`src/rtl/lap_recorder_if.sv`:
```
// Output stream of lap_recorder: head entry plus valid/ready handshake.
interface lap_recorder_if #(
   parameter int DATA_WIDTH = 16
);
   logic [DATA_WIDTH-1:0] dout;
   logic                  dout_valid;
   logic                  dout_ready;

   modport master (output dout, output dout_valid, input dout_ready);
   modport slave  (input dout, input dout_valid, output dout_ready);
endinterface

```
`src/rtl/lap_recorder.sv`:
```
// Lap capture into a show-ahead FIFO drained over valid/ready.
// Build option LAP_RECORDER_SPLIT_EN stores split times (delta since previous lap) instead of absolute counts.
module lap_recorder #(
   parameter int DATA_WIDTH = 16,
   parameter int MAX        = 99,
   parameter int DEPTH      = 4
) (
   input  logic                     clk,
   input  logic                     resetn,
   input  logic [DATA_WIDTH-1:0]    count,
   input  logic                     lap,
   input  logic                     clear,
   lap_recorder_if.master           drain,
   output logic [$clog2(DEPTH):0]   level,
   output logic                     full,
   output logic                     overflow
);

   localparam int AW = $clog2(DEPTH);
   localparam int LW = AW + 1;

   typedef enum logic [1:0] {
      OCC_EMPTY,
      OCC_PARTIAL,
      OCC_FULL
   } occ_t;

   logic [DATA_WIDTH-1:0] mem [DEPTH];
   logic [AW-1:0]         rd_ptr;
   logic [AW-1:0]         wr_ptr;
   logic [LW-1:0]         level_q;
   logic [LW-1:0]         level_nxt;
   logic                  full_q;
   logic                  overflow_q;
   logic [DATA_WIDTH-1:0] push_val;
   occ_t                  occ;
   logic                  pop;
   logic                  push;
   logic                  drop;

   always_comb begin
      occ = OCC_PARTIAL;
      if (level_q == '0)
         occ = OCC_EMPTY;
      else if (level_q == LW'(DEPTH))
         occ = OCC_FULL;
   end

   // A full FIFO still accepts a lap when the head leaves in the same cycle.
   always_comb begin
      pop  = (occ != OCC_EMPTY) && drain.dout_ready;
      push = lap && ((occ != OCC_FULL) || pop);
      drop = lap && (occ == OCC_FULL) && !pop;
   end

   always_comb begin
      level_nxt = level_q;
      case ({push, pop})
         2'b10:   level_nxt = level_q + LW'(1);
         2'b01:   level_nxt = level_q - LW'(1);
         default: level_nxt = level_q;
      endcase
   end

`ifdef LAP_RECORDER_SPLIT_EN
   localparam logic [DATA_WIDTH:0] MODULUS = (DATA_WIDTH+1)'(MAX + 1);

   logic [DATA_WIDTH-1:0] prev_q;

   // Delta computed one bit wider so the wrap term cannot overflow before truncation.
   always_comb begin
      push_val = '0;
      if (count >= prev_q)
         push_val = count - prev_q;
      else
         push_val = DATA_WIDTH'({1'b0, count} + MODULUS - {1'b0, prev_q});
   end

   always_ff @(posedge clk or negedge resetn) begin
      if (!resetn)
         prev_q <= '0;
      else if (clear)
         prev_q <= '0;
      else if (lap)
         prev_q <= count;
   end
`else
   always_comb begin
      push_val = count;
   end
`endif

   always_ff @(posedge clk or negedge resetn) begin
      if (!resetn) begin
         rd_ptr     <= '0;
         wr_ptr     <= '0;
         level_q    <= '0;
         full_q     <= 1'b0;
         overflow_q <= 1'b0;
      end else if (clear) begin
         rd_ptr     <= '0;
         wr_ptr     <= '0;
         level_q    <= '0;
         full_q     <= 1'b0;
         overflow_q <= 1'b0;
      end else begin
         if (push)
            wr_ptr <= wr_ptr + AW'(1);
         if (pop)
            rd_ptr <= rd_ptr + AW'(1);
         level_q    <= level_nxt;
         full_q     <= (level_nxt == LW'(DEPTH));
         overflow_q <= overflow_q | drop;
      end
   end

   always_ff @(posedge clk) begin
      if (!clear && push)
         mem[wr_ptr] <= push_val;
   end

   always_comb begin
      drain.dout_valid = (occ != OCC_EMPTY);
      drain.dout       = (occ != OCC_EMPTY) ? mem[rd_ptr] : '0;
      level            = level_q;
      full             = full_q;
      overflow         = overflow_q;
   end

   count_in_range: assert property (@(posedge clk) disable iff (!resetn)
      count <= DATA_WIDTH'(MAX));

endmodule

```
`src/flat_wrapper.sv`:
```
// flat-port wrapper written by rule: the top's interface ports become plain ports
module lap_recorder_flat 
#(
   parameter int DATA_WIDTH = 16,
   parameter int MAX        = 99,
   parameter int DEPTH      = 4
)
  (clk, resetn, count, lap, clear, level, full, overflow, drain_dout, drain_dout_valid, drain_dout_ready);
  lap_recorder_if #(.DATA_WIDTH(DATA_WIDTH)) drain_i ();
  input  logic clk;
  input  logic resetn;
  input  logic [DATA_WIDTH-1:0] count;
  input  logic lap;
  input  logic clear;
  output logic [$clog2(DEPTH):0] level;
  output logic full;
  output logic overflow;
  output wire logic [$bits(drain_i.dout)-1:0] drain_dout;
  output wire logic [$bits(drain_i.dout_valid)-1:0] drain_dout_valid;
  input wire logic [$bits(drain_i.dout_ready)-1:0] drain_dout_ready;
  assign drain_dout = drain_i.dout;
  assign drain_dout_valid = drain_i.dout_valid;
  assign drain_i.dout_ready = drain_dout_ready;
  lap_recorder #(.DATA_WIDTH(DATA_WIDTH), .MAX(MAX), .DEPTH(DEPTH)) u_core (.clk(clk), .resetn(resetn), .count(count), .lap(lap), .clear(clear), .drain(drain_i), .level(level), .full(full), .overflow(overflow));
endmodule
```
`config.mk`:
```
export PLATFORM = sky130hd
export DESIGN_NAME = lap_recorder_flat
export DESIGN_NICKNAME = d
export VERILOG_FILES = /design/src/rtl/lap_recorder_if.sv /design/src/rtl/lap_recorder.sv /design/src/flat_wrapper.sv
export SDC_FILE = /design/constraint.sdc
export NUM_CORES = 1
export LEC_CHECK = 0
export ABC_AREA = 1
export BUFFER_PORTS_ARGS = -buffer_cell sky130_fd_sc_hd__buf_2
export CELL_PAD_IN_SITES_DETAIL_PLACEMENT = 1
export CELL_PAD_IN_SITES_GLOBAL_PLACEMENT = 1
export CORE_MARGIN = 2
export CORE_UTILIZATION = 45
export DETAILED_ROUTE_END_ITERATION = 8
export PLACE_DENSITY = 0.89
export REMOVE_ABC_BUFFERS = 1
export SLEW_MARGIN = 20
export SYNTH_ARGS = -nofsm -noshare
export SYNTH_HDL_FRONTEND = slang
export SYNTH_SLANG_ARGS = --single-unit
```
`constraint.sdc`:
```
create_clock -name clk -period 2.5 [get_ports clk]
set_input_delay 0.5 -clock clk [delete_from_list [all_inputs] [get_ports clk]]
set_output_delay 0.5 -clock clk [all_outputs]
set_load 0.03 [all_outputs]
```
Word level (Yosys, flattened, before mapping):

Memory sizes are Yosys's and may differ from the RTL's.
Index checks and enable logic that the tools add are counted.

* add/subtract/negate cells: 4
* equality and inequality tests: 6
* muxes and demuxes: 13
* bitwise operators: 1
* reduce and logical (&&, ||, !) cells: 12

Operators with widths (count)
* 2-to-1 mux 16 bit: 1
* 2-to-1 mux 2 bit: 6
* equality test 3 bit (second input constant): 2
* case mux 3 bit (2 select lines): 1
* nonzero test 2 bit: 3
* logical AND 1 bit: 5
* adder 2 x 1 -> 2 bit (second input constant): 2
* equality test 2 bit (second input constant): 2
* 2-to-1 mux 1 bit: 4
* adder 3 x 1 -> 3 bit (second input constant): 1
* zero test 3 bit: 1
* 2-to-1 mux 3 bit: 1
* subtractor 3 x 1 -> 3 bit (second input constant): 1
* equality test 2 x 1 -> 1 bit (second input constant): 1
* zero test 1 bit: 2
* inequality test 2 bit (second input constant): 1
* logical OR 1 bit: 1
* bitwise OR 1 bit: 1

* register bits: 9
* memory bits (writable): 64
* bits of input ports: 21
* output and inout bits: 22
* word-level logic and storage cells: 42
* memories kept: 1

Memories
* u_core.mem: depth 4, width 16, rd ports 1, clocked after Yosys merged registers in 0, write ports 1, RTL line lap_recorder.sv:28 `logic [DATA_WIDTH-1:0] mem [DEPTH];`

Depth between registers and ports, before layout:

Gate-level depths: netlist of run 1.

* word-level depth: 11
* mapped depth: 9
* gate-level depth less buffers: 9

Worst setup path before layout of run 1:

No wires, ideal clock.

* path kind: register to output
* start point: register u_core.level_q[2], in the netlist u_core.level[2]
* end point: output drain_dout[10]
* data arrival time: 1.539 ns
* data required time: 2.000 ns
* slack: 0.461 ns
* cell stages (with the launch flop): 6
* path buffers: 1
* cells stage by stage: dfrtp_1 inv_2 nand2_4 inv_2 buf_2 a21oi_1

* word-level cells in the longest chain between the ends: 5
* elaborated cells on any way between the ends: 6
* classes of those cells: 1 x eq/ne; 3 x mux; 2 x reduce/logical

Ends and longest elaborated chain
* start: declaration: RTL line lap_recorder.sv:31 `logic [LW-1:0] level_q;`
* start signal: assignment: RTL line lap_recorder.sv:111 `level_q <= level_nxt;`
* equality test 3 bit: RTL line lap_recorder.sv:45 `else if (level_q == LW'(DEPTH))`
* 2-to-1 mux 2 bit: RTL line lap_recorder.sv:45
* 2-to-1 mux 2 bit *: RTL line lap_recorder.sv:43 `if (level_q == '0)`
* nonzero test 2 bit *
* named net drain_dout_valid: RTL line flat_wrapper.sv:19 `output wire logic [$bits(drain_i.dout_valid)-1:0] drain_dout_valid;`
* 2-to-1 mux 16 bit *: RTL line lap_recorder.sv:124 `drain.dout = (occ != OCC_EMPTY) ? mem[rd_ptr] : '0;`
* end: declaration: RTL line flat_wrapper.sv:18 `output wire logic [$bits(drain_i.dout)-1:0] drain_dout;`

The timed path passes the listed nets; every way through them passes the cells marked *.

Worst setup path after layout of run 1:

* start point: register u_core.rd_ptr[0]
* end point: output drain_dout[11]

* word-level cells in the longest chain between the ends: 2

Ends and longest elaborated chain
* start: declaration: RTL line lap_recorder.sv:29 `logic [AW-1:0] rd_ptr;`
* start signal: assignment: RTL line lap_recorder.sv:110 `rd_ptr <= rd_ptr + AW'(1);`
* memory read (4 x 16 bit)
* 2-to-1 mux 16 bit: RTL line lap_recorder.sv:124

No other way between the ends.

==> impl_summary.txt, run 1 <==
----------------------------------------------------
[Die]
  Horizontal extent of the die ... ~86 um
  Std cell rows ... 30
  Die area ... 0.00746 mm^2
  IO Count ... 43
  Die Y-Extent ... 86.4 um
  CORE AREA ... 0.00668 mm^2
  Starting density of the core ... 45.7%

[Power and ir drop]
  Overall power consumption ... between 3 and 4 mW
  Total power density per cell area ... 920 mW/mm^2
  VDD IR-drop max ... 0.430 mV
  Static power due to leakage ... 1.41 nW

[Clock tree]
  TritonCTS clock tree ... yes
  CTS H-tree lvls ... 3
  Clock-pin slew on the worst setup and hold paths ... 80 ps
  Later-pin clock latency in the skew report ... 350 ps
  TritonCTS Sinks ... 73
  Cell at the root of the clock tree ... sky130_fd_sc_hd__clkbuf_8
  Post-CTS Setup Repair Bufs ... 0
  Number of buffers created by CTS ... 9
  Clock Path Buffers ... 2

[Global route]
  Total gr overflow ... 0
  Antenna violations before repair ... 0
  Total routing resource utilization after global routing ... 21.7%
  Pin count of the biggest net entering global routing ... 37
  Via count of the first global-routing pass ... between 2000 and 2500
  First-pass GRT wire length ... 11.9 mm

[Yosys]
  Dominant cells by area after synthesis ... sky130_fd_sc_hd__edfxtp_1, sky130_fd_sc_hd__nor2_1, sky130_fd_sc_hd__dfrtp_1, sky130_fd_sc_hd__o21ai_1, sky130_fd_sc_hd__a21oi_1
  Netlist area before placement ... 0.00305 mm^2
  Leading area contributor after synthesis ... sky130_fd_sc_hd__edfxtp_1
  Top-area cell type share of the netlist area ... 63.0%
  Mean cell area of the mapped netlist ... 11.7 um^2
  Flip-flop and latch count after synthesis ... 73
  Post-synthesis sequential area ratio ... 70.3%
  Post-Synthesis Cells ... 262
  Library cells used by synthesis ... 21
  Total of warnings raised by yosys ... 0

[Timing]
  Total count of max-transition violations in the final report ... 0
  Unrepaired setup endpoints after global routing ... no
  Share of the clock period used by the worst path after layout ... ~93%
  Number of setup violations in the final report ... 0
  Final TNS setup ... 0 ps
  Number of failing hold endpoints at the final stage ... 0
  Post-route minimum period ... ~2300 ps
  Highest Clock Rate ... 431 MHz
  Largest clock skew in the final design ... 10.1 ps
  Hold Slack ... 366 ps
  Actual slew at the worst max-slew pin ... 485 ps
  Remaining max-slew budget at the tightest pin ... 67.6%

[Final layout]
  Ratio of cells with drive above 1 in the final layout ... 24.5%
  Count of fill cells added during filler insertion ... 720
  Leading cell type in the layout, fill and taps excluded ... sky130_fd_sc_hd__nor2_1
  Highest-count cells in the layout ignoring fill and taps ... sky130_fd_sc_hd__nor2_1, sky130_fd_sc_hd__edfxtp_1, sky130_fd_sc_hd__buf_2
  Final antenna diode count ... 0
  Layout overhead on the synthesized area ... 17.4%
  Total Nets Final ... 340

[Routing]
  Final routed wire length divided by cell count ... 19.0 um
  Number of DRC violations after detailed routing ... 0
  Number of DRC markers after the initial detailed-route iteration ... roughly 170
  Mean number of vias per cell ... between 5 and 6
  Total iterations of the first detailed-routing run ... 4
  Total wire length ... between 7 and 8 mm
  Total number of vias ... between 2000 and 2500
  Number of nets with antenna violations after routing ... 0

[Min path]
  Hold path start ... count[15]
  Worst hold path type ... primary input to flip-flop
  Hold Path Stages ... 1

[Setup path]
  FF-to-FF path depth ... 6
  Crit-path max FO ... 32
  Cell at the slowest stage of the critical path ... sky130_fd_sc_hd__dfrtp_1
  Category of the worst setup path capture point ... output pin
  Data required time at the worst endpoint ... 2000 ps
  Most used cell along the critical path ... sky130_fd_sc_hd__nor2_1
  Critical path cell sequence ... buf_4, nor2_1, nor2_1, o21ai_1, a21oi_1, buf_2
  Biggest cell delay along the critical path ... 390 ps
  Arrival time of data at the critical path endpoint ... 1820 ps
  Beginning of the critical path ... u_core.rd_ptr[0]$_DFFE_PN0P_
  R2R Path Start ... u_core.level[2]$_DFF_PN0_
  Critical path start-end classification ... flip-flop to output pin
  Worst setup SP type ... flip-flop

[Place]
  GPL Wtd Cong ... just under 0.8
  Hpwl dp ... 4.83 mm
  Port Buffers ... 42

[Job]
  Count of max-cap constraint violations ... 0

[Outcome]
  Result of the run ... finished clean

----------------------------------------------------
[sequential cells by signal (all words and copies together), names as in the netlist]
signal,count
u_core.rd_ptr,2
u_core.full,1
u_core.wr_ptr,2
u_core.level,3
u_core.overflow,1
u_core.mem,64
[worst max-delay path: cells and delay by family, from the launching register on]
family	cells	cell delay [ps]
flops	1	390
buf+inv	2	580
compound gates	2	250
simple gates	2	240
[through the flow]
| step | cell area [um^2] | instances | utilization (%) | setup WS [ps] |
|---|---|---|---|---|
| 2_1_floorplan | 3000 | 251 | - | 257 |
| 3_3_place_gp | 3380 | 382 | 50.5 | 554 |
| 3_5_place_dp | 3380 | 382 | 50.5 | 482 |
| 4_1_cts | 3580 | 399 | 53.6 | 139 |
| 5_1_grt | 3580 | 399 | 53.7 | 12.6 |
| 6_report | 3580 | 399 | 53.7 | 177 |
[synthesized netlist by cell type]
| cell | n |
|---|---|
| sky130_fd_sc_hd__inv_2 | 4 |
| sky130_fd_sc_hd__nand3_1 | 12 |
| sky130_fd_sc_hd__a21oi_1 | 17 |
| sky130_fd_sc_hd__nand2_2 | 3 |
| sky130_fd_sc_hd__nor3b_1 | 1 |
| sky130_fd_sc_hd__edfxtp_1 | 64 |
| sky130_fd_sc_hd__fa_1 | 1 |
| sky130_fd_sc_hd__buf_2 | 11 |
| sky130_fd_sc_hd__o21ai_0 | 4 |
| sky130_fd_sc_hd__nand4_1 | 2 |
| sky130_fd_sc_hd__dfrtp_1 | 9 |
| sky130_fd_sc_hd__nor2_1 | 73 |
| sky130_fd_sc_hd__inv_1 | 13 |
| sky130_fd_sc_hd__nand2_4 | 2 |
| sky130_fd_sc_hd__o21ai_1 | 32 |
| sky130_fd_sc_hd__nand2_1 | 6 |
| sky130_fd_sc_hd__nor3_1 | 1 |
| sky130_fd_sc_hd__nand3_2 | 1 |
| sky130_fd_sc_hd__ha_1 | 4 |
| sky130_fd_sc_hd__o21a_1 | 1 |
| sky130_fd_sc_hd__nor2_4 | 1 |
[cell type report]
cell class              instances  area [um^2]  share of cell area (%)
repair buffers                 52          288                    8.03
clock buffers                  10          128                    3.56
inverters                      17         66.3                    1.85
multi-input cells             161          787                    22.0
flip-flops and latches         73         2150                    59.9
clock inverters                 6         67.6                    1.88
well taps                      80          100                    2.79
[logic make-up after synthesis]
family | synth area share [%]
AOI/OAI and AO/OA | 8.93
adders and majority gates | 2.30
buffers and inverters | 3.89
DFF | 70.3
and+or+nand+nor | 14.5
[where the power goes]
part	leakage [nW]	internal (mW)	total (mW)	switching [mW]
logic	0.618	0.250	0.959	0.709
registers	0.701	1.38	1.42	0.0388
clock network	0.0929	0.464	0.914	0.450
[routing by layer]
layer  wire length [um]  share of wire (%)  vias up  GRT usage (%)
met5                  0                  0        -              0
met4                160                2.1        0           8.95
met3                243                3.2       14           3.71
met2               3920                 52       52           36.2
met1               3240                 43     1034           28.1
li1                   -                  -     1009              -
[repair_timing]
item,CTS,global route
hold buffers,1,0
resized for setup,0,3
setup endpoints to repair,0,2
hold endpoints to repair,9,0
[worst paths after layout]
path	to	slack [ps]
worst max-delay path	drain_dout[11]	180
min in group asynchronous	u_core.level[2]$_DFF_PN0_	540
max in group asynchronous	u_core.rd_ptr[1]$_DFFE_PN0P_	1750
worst min-delay path	u_core.mem[2][15]$_DFFE_PP_	370
worst min register to register	u_core.overflow$_DFF_PN0_	510
worst max register to register	u_core.mem[0][10]$_DFFE_PP_	610
Power figures use the tool's default switching activity.
==> run 2, diff against run 1 <==
- CORE_MARGIN: 2 -> 4
==> run 2 against run 1 <==
Maximum frequency decreased by 0.43%. Clock power increased by 3.1%. Via count up 3.8%. Critical endpoint is now drain_dout[8]. Largest cell class unchanged. Highest routed layer unchanged.
==> impl_summary.txt, run 2 (synthesis gave the netlist of run 1 again) <==
----------------------------------------------------
[Routing]
  Final routed wire length divided by cell count ... 19.1 um
  Number of nets with antenna violations after routing ... 0
  Mean number of vias per cell ... 5.50
  Total iterations of the first detailed-routing run ... 4
  Total number of vias ... 2190
  Number of DRC markers after the initial detailed-route iteration ... 108
  Total wire length ... between 7 and 8 mm
  Number of DRC violations after detailed routing ... 0

[Final layout]
  Largest Register ... u_core.mem
  Count of fill cells added during filler insertion ... about 710
  Combined flip-flop and latch cell area ... 0.00215 mm^2
  Total Nets Final ... 342
  Leading cell type in the layout, fill and taps excluded ... sky130_fd_sc_hd__nor2_1
  Highest-count cells in the layout ignoring fill and taps ... sky130_fd_sc_hd__nor2_1, sky130_fd_sc_hd__edfxtp_1, sky130_fd_sc_hd__buf_2
  Finished layout cell area ... between 0.003 and 0.004 mm^2
  Final antenna diode count ... 0
  Ratio of cells with drive above 1 in the final layout ... around 25%
  Area occupied by multi-input gates ... a little under 800 um^2
  Layout overhead on the synthesized area ... 17.9%
  Flip-flop count of the largest register after layout ... 64

[Power and ir drop]
  VDD IR-drop max ... between 0.6 and 0.7 mV
  Static power due to leakage ... approximately 1.4 nW
  Total power density per cell area ... 920 mW/mm^2

[Timing]
  Largest clock skew in the final design ... between 10 and 15 ps
  Number of setup violations in the final report ... 0
  Share of the clock period used by the worst path after layout ... between 90% and 100%
  Total count of max-transition violations in the final report ... 0
  Unrepaired setup endpoints after global routing ... no
  Actual slew at the worst max-slew pin ... 605 ps
  Remaining max-slew budget at the tightest pin ... between 50% and 60%
  Highest Clock Rate ... 429 MHz
  Number of failing hold endpoints at the final stage ... 0
  Final TNS setup ... 0 ps
  Post-route minimum period ... 2330 ps

[Clock tree]
  TritonCTS Sinks ... 73
  Number of buffers inserted by hold repair at cts ... 1
  CTS H-tree lvls ... 3
  Cell at the root of the clock tree ... sky130_fd_sc_hd__clkbuf_8
  Later-pin clock latency in the skew report ... 350 ps
  TritonCTS clock tree ... yes
  Gates resized, CTS repair ... 0
  Clock Path Buffers ... 2
  Post-CTS Setup Repair Bufs ... 0
  Clock-pin slew on the worst setup and hold paths ... ~90 ps
  Number of buffers created by CTS ... 9

[Die]
  IO Count ... 43
  Horizontal extent of the die ... 90.4 um
  Die area ... 0.00817 mm^2
  Starting density of the core ... 47.3%
  Std cell rows ... 29
  Die Y-Extent ... around 90 um
  CORE AREA ... 0.00646 mm^2

[Global route]
  Pin count of the biggest net entering global routing ... 37
  Total gr overflow ... 0
  Via count of the first global-routing pass ... 2396
  Total routing resource utilization after global routing ... between 10% and 20%
  Antenna violations before repair ... 0
  First-pass GRT wire length ... 12.1 mm

[Place]
  Port Buffers ... 42
  Standard cell area after detailed placement ... 0.00339 mm^2
  GPL Wtd Cong ... 0.784
  Hpwl dp ... a little under 5 mm

[Setup path]
  Arrival time of data at the critical path endpoint ... 1830 ps
  R2R Setup Slk ... 640 ps
  Worst setup SP type ... flip-flop
  Crit-path max FO ... 36
  Category of the worst setup path capture point ... output pin
  Data required time at the worst endpoint ... about 2000 ps
  Critical path start-end classification ... flip-flop to output pin

[Min path]
  Worst hold path type ... primary input to flip-flop

[Outcome]
  Result of the run ... finished clean

[Job]
  Count of max-cap constraint violations ... 0

----------------------------------------------------
run 2: changes by cell type in the layout (fill, tap and decap cells not counted), sizes merged:
cell,change
buf,+2
clkbuf,-1
clkinv,+1
clkinvlp,-1
inv,+1
run 2: per-stage QoR:
stage,setup slack (ps),hold WS (ps),power (mW),util (%),cells
after floorplan,257,204,2.08,-,251
after global placement,608,368,2.35,52.4,381
after detailed placement,555,373,2.39,52.4,381
after CTS,159,345,3.34,55.7,398
after global routing,28.7,345,3.48,55.7,398
final,167,357,3.31,55.7,398
run 2: worst paths after layout:
check / startpoint / end / cells after the start
min in group asynchronous: resetn / u_core.overflow$_DFF_PN0_ / 2
setup / recovery: u_core.rd_ptr[0]$_DFFE_PN0P_ / drain_dout[8] / 4
hold / removal: count[15] / u_core.mem[2][15]$_DFFE_PP_ / 1
setup reg to reg: u_core.level[0]$_DFF_PN0_ / u_core.full$_DFF_PN0_ / 9
hold reg to reg: u_core.overflow$_DFF_PN0_ / u_core.overflow$_DFF_PN0_ / 1
max in group asynchronous: resetn / u_core.rd_ptr[1]$_DFFE_PN0P_ / 2
run 2: final cells by class:
| class | count | share of cell area, % |
|---|---|---|
| clock buffers | 9 | 3.44 |
| clock inverters | 7 | 2.16 |
| inverters | 17 | 1.77 |
| multi-input cells | 161 | 21.9 |
| flip-flops and latches | 73 | 59.7 |
| well taps | 77 | 2.68 |
| repair buffers | 54 | 8.41 |
run 2: power breakdown:
part	internal (mW)	switching (mW)
clock network	0.469	0.473
logic	0.253	0.693
registers	1.38	0.0373
total	2.11	1.20
run 2: critical path, stage by stage, from the launching register on:
cell                      delay (ps)
sky130_fd_sc_hd__dfrtp_1         400
sky130_fd_sc_hd__inv_2           450
sky130_fd_sc_hd__o21ai_1         180
sky130_fd_sc_hd__a21oi_1         210
sky130_fd_sc_hd__buf_2           230
run 2: metal layers:
layer	GRT usage, %	share of wire [%]	vias to the layer above
li1	-	-	1011
met3	5.17	4.6	13
met4	6.89	1.9	0
met1	20.4	37	1112
met2	37.2	57	54
met5	0	0	-
==> run 3, diff against run 2 <==
- CORE_UTILIZATION: 45 -> 47
- CTS_BUF_LIST: default -> sky130_fd_sc_hd__clkbuf_4
- PLACE_DENSITY: 0.89 -> 0.92
- SLEW_MARGIN: 20 -> 5
==> run 3 against run 2 <==
First-iteration DRC count is 3.7% higher. Hold slack worse by 98 ps. Non-clock buffer count is 2 higher. Global-route usage is 1.3 points higher. Clock skew is 2.6 ps lower. Count of clock-buffer cells in the layout stayed put. Sequential share of layout area is 0.72 points higher. Power is 5.0% lower. Via count is 0.14% lower. Flip-flop and latch count stayed put. Final area is 1.1% lower. Core utilization is 0.67 points higher.
==> impl_summary.txt, run 3 (synthesis gave the netlist of run 1 again) <==
----------------------------------------------------
[Power and ir drop]
  VDD IR-drop max ... 0.480 mV
  Overall power consumption ... 3.14 mW
  Static power due to leakage ... 1.41 nW
  Total power density per cell area ... 884 mW/mm^2

[Global route]
  Total routing resource utilization after global routing ... 20.8%
  Total gr overflow ... 0
  Pin count of the biggest net entering global routing ... 21
  Via count of the first global-routing pass ... 2423
  First-pass GRT wire length ... approximately 12 mm
  Antenna violations before repair ... 0

[Final layout]
  Largest Register ... u_core.mem
  Highest-count cells in the layout ignoring fill and taps ... sky130_fd_sc_hd__nor2_1, sky130_fd_sc_hd__edfxtp_1, sky130_fd_sc_hd__buf_2
  Count of fill cells added during filler insertion ... 686
  Flip-flop count of the largest register after layout ... 64
  Ratio of cells with drive above 1 in the final layout ... between 20% and 30%
  Final antenna diode count ... 0
  Layout overhead on the synthesized area ... 16.6%
  Leading cell type in the layout, fill and taps excluded ... sky130_fd_sc_hd__nor2_1
  Finished layout cell area ... 0.00356 mm^2
  Total Nets Final ... around 340

[Clock tree]
  Number of buffers created by CTS ... 9
  Later-pin clock latency in the skew report ... 430 ps
  Clock Path Buffers ... 2
  TritonCTS clock tree ... yes
  Cell at the root of the clock tree ... sky130_fd_sc_hd__clkbuf_4
  CTS H-tree lvls ... 3
  Clock-pin slew on the worst setup and hold paths ... 120 ps
  TritonCTS Sinks ... 73

[Routing]
  Mean number of vias per cell ... ~5.5
  Number of DRC violations after detailed routing ... 0
  Total iterations of the first detailed-routing run ... 4
  Total wire length ... ~7.3 mm
  Number of nets with antenna violations after routing ... 0
  Final routed wire length divided by cell count ... 18.3 um
  Number of DRC markers after the initial detailed-route iteration ... 112
  Total number of vias ... 2187

[Timing]
  Actual slew at the worst max-slew pin ... 358 ps
  Number of setup violations in the final report ... 0
  Post-route minimum period ... ~2300 ps
  Final TNS setup ... 0 ps
  Remaining max-slew budget at the tightest pin ... 76.1%
  Share of the clock period used by the worst path after layout ... between 90% and 100%
  Unrepaired setup endpoints after global routing ... no
  Number of failing hold endpoints at the final stage ... 0
  Total count of max-transition violations in the final report ... 0
  Setup slack after layout ... approximately 150 ps
  Highest Clock Rate ... 426 MHz
  Largest clock skew in the final design ... 9.22 ps

[Outcome]
  Result of the run ... finished clean

[Die]
  Horizontal extent of the die ... between 80 and 90 um
  IO Count ... 43
  CORE AREA ... 0.00631 mm^2
  Std cell rows ... 29
  Starting density of the core ... 48.4%
  Die area ... between 0.007 and 0.008 mm^2
  Die Y-Extent ... roughly 89 um

[Job]
  Count of max-cap constraint violations ... 0

[Place]
  Port Buffers ... 42
  Worst slack after detailed placement ... 402 ps
  Hpwl dp ... 5.02 mm
  Standard cell area after detailed placement ... 0.00339 mm^2
  GPL Wtd Cong ... 0.903

[Setup path]
  Arrival time of data at the critical path endpoint ... 1850 ps
  Critical path start-end classification ... flip-flop to output pin
  Category of the worst setup path capture point ... output pin
  Crit-path max FO ... 14
  Data required time at the worst endpoint ... 2000 ps
  Worst setup SP type ... flip-flop

[Min path]
  Worst hold path type ... primary input to flip-flop

----------------------------------------------------
-- run 3: cell types whose count changed in the layout (fill, tap and decap cells not counted) --
cell	previous run	this run
sky130_fd_sc_hd__buf_4	11	13
sky130_fd_sc_hd__clkbuf_4	0	9
sky130_fd_sc_hd__clkbuf_8	9	0
sky130_fd_sc_hd__dfrtp_1	9	7
sky130_fd_sc_hd__dfrtp_2	0	2
-- run 3: per-layer routing --
layer	GRT usage [%]	vias up	wire (um)
li1	-	1020	-
met1	23.2	1096	2800
met2	37.6	53	4040
met3	3.45	18	313
met4	11.7	0	187
met5	0	-	0
-- run 3: power breakdown --
group | total [mW] | switching (mW) | leakage (nW) | internal (mW)
Clock | 0.759 | 0.446 | 0.0769 | 0.313
Combinational | 0.962 | 0.697 | 0.636 | 0.265
Sequential | 1.42 | 0.0396 | 0.699 | 1.38
Total | 3.14 | 1.18 | 1.41 | 1.96
-- run 3: worst max-delay path, stage by stage (launching register included) --
cell and delay, ps:
sky130_fd_sc_hd__dfrtp_2 450, sky130_fd_sc_hd__inv_2 160, sky130_fd_sc_hd__buf_4 240, sky130_fd_sc_hd__o21ai_0 130
sky130_fd_sc_hd__a21oi_1 200, sky130_fd_sc_hd__buf_2 230
-- run 3: per-stage QoR --
step / hold slack [ps] / utilization [%] / std cells
2_1_floorplan: 204 / - / 251
3_3_place_gp: 360 / 53.8 / 382
3_5_place_dp: 369 / 53.8 / 382
4_1_cts: 243 / 56.4 / 400
5_1_grt: 249 / 56.4 / 400
6_report: 260 / 56.4 / 400
-- run 3: what timing repair did --
item,in CTS,in global routing
hold endpoints to repair,9,0
pin swaps,0,0
buffers inserted,1,0
resized for setup,1,1
hold buffers,1,0
setup endpoints to repair,16,1
-- run 3: area by class of cell --
type / count / area (um^2) / share of cell area [%]
Clock buffer: 9 / 67.6 / 1.90
Clock inverter: 7 / 77.6 / 2.18
Inverter: 17 / 63.8 / 1.79
Multi-Input combinational cell: 161 / 787 / 22.1
Sequential cell: 73 / 2150 / 60.4
Tap cell: 77 / 96.3 / 2.71
Timing Repair Buffer: 56 / 318 / 8.93
-- run 3: final timing paths --
| path | from | endpoint | cells past startpoint | slack [ps] |
|---|---|---|---|---|
| worst max-delay path | u_core.rd_ptr[0]$_DFFE_PN0P_ | drain_dout[4] | 5 | 150 |
| worst min-delay path | clear | u_core.level[1]$_DFF_PN0_ | 2 | 260 |
| worst max register to register | u_core.level[0]$_DFF_PN0_ | u_core.full$_DFF_PN0_ | 9 | 550 |
| worst min register to register | u_core.overflow$_DFF_PN0_ | u_core.overflow$_DFF_PN0_ | 1 | 510 |
| max in group asynchronous | resetn | u_core.rd_ptr[1]$_DFFE_PN0P_ | 2 | 1850 |
| min in group asynchronous | resetn | u_core.overflow$_DFF_PN0_ | 2 | 430 |
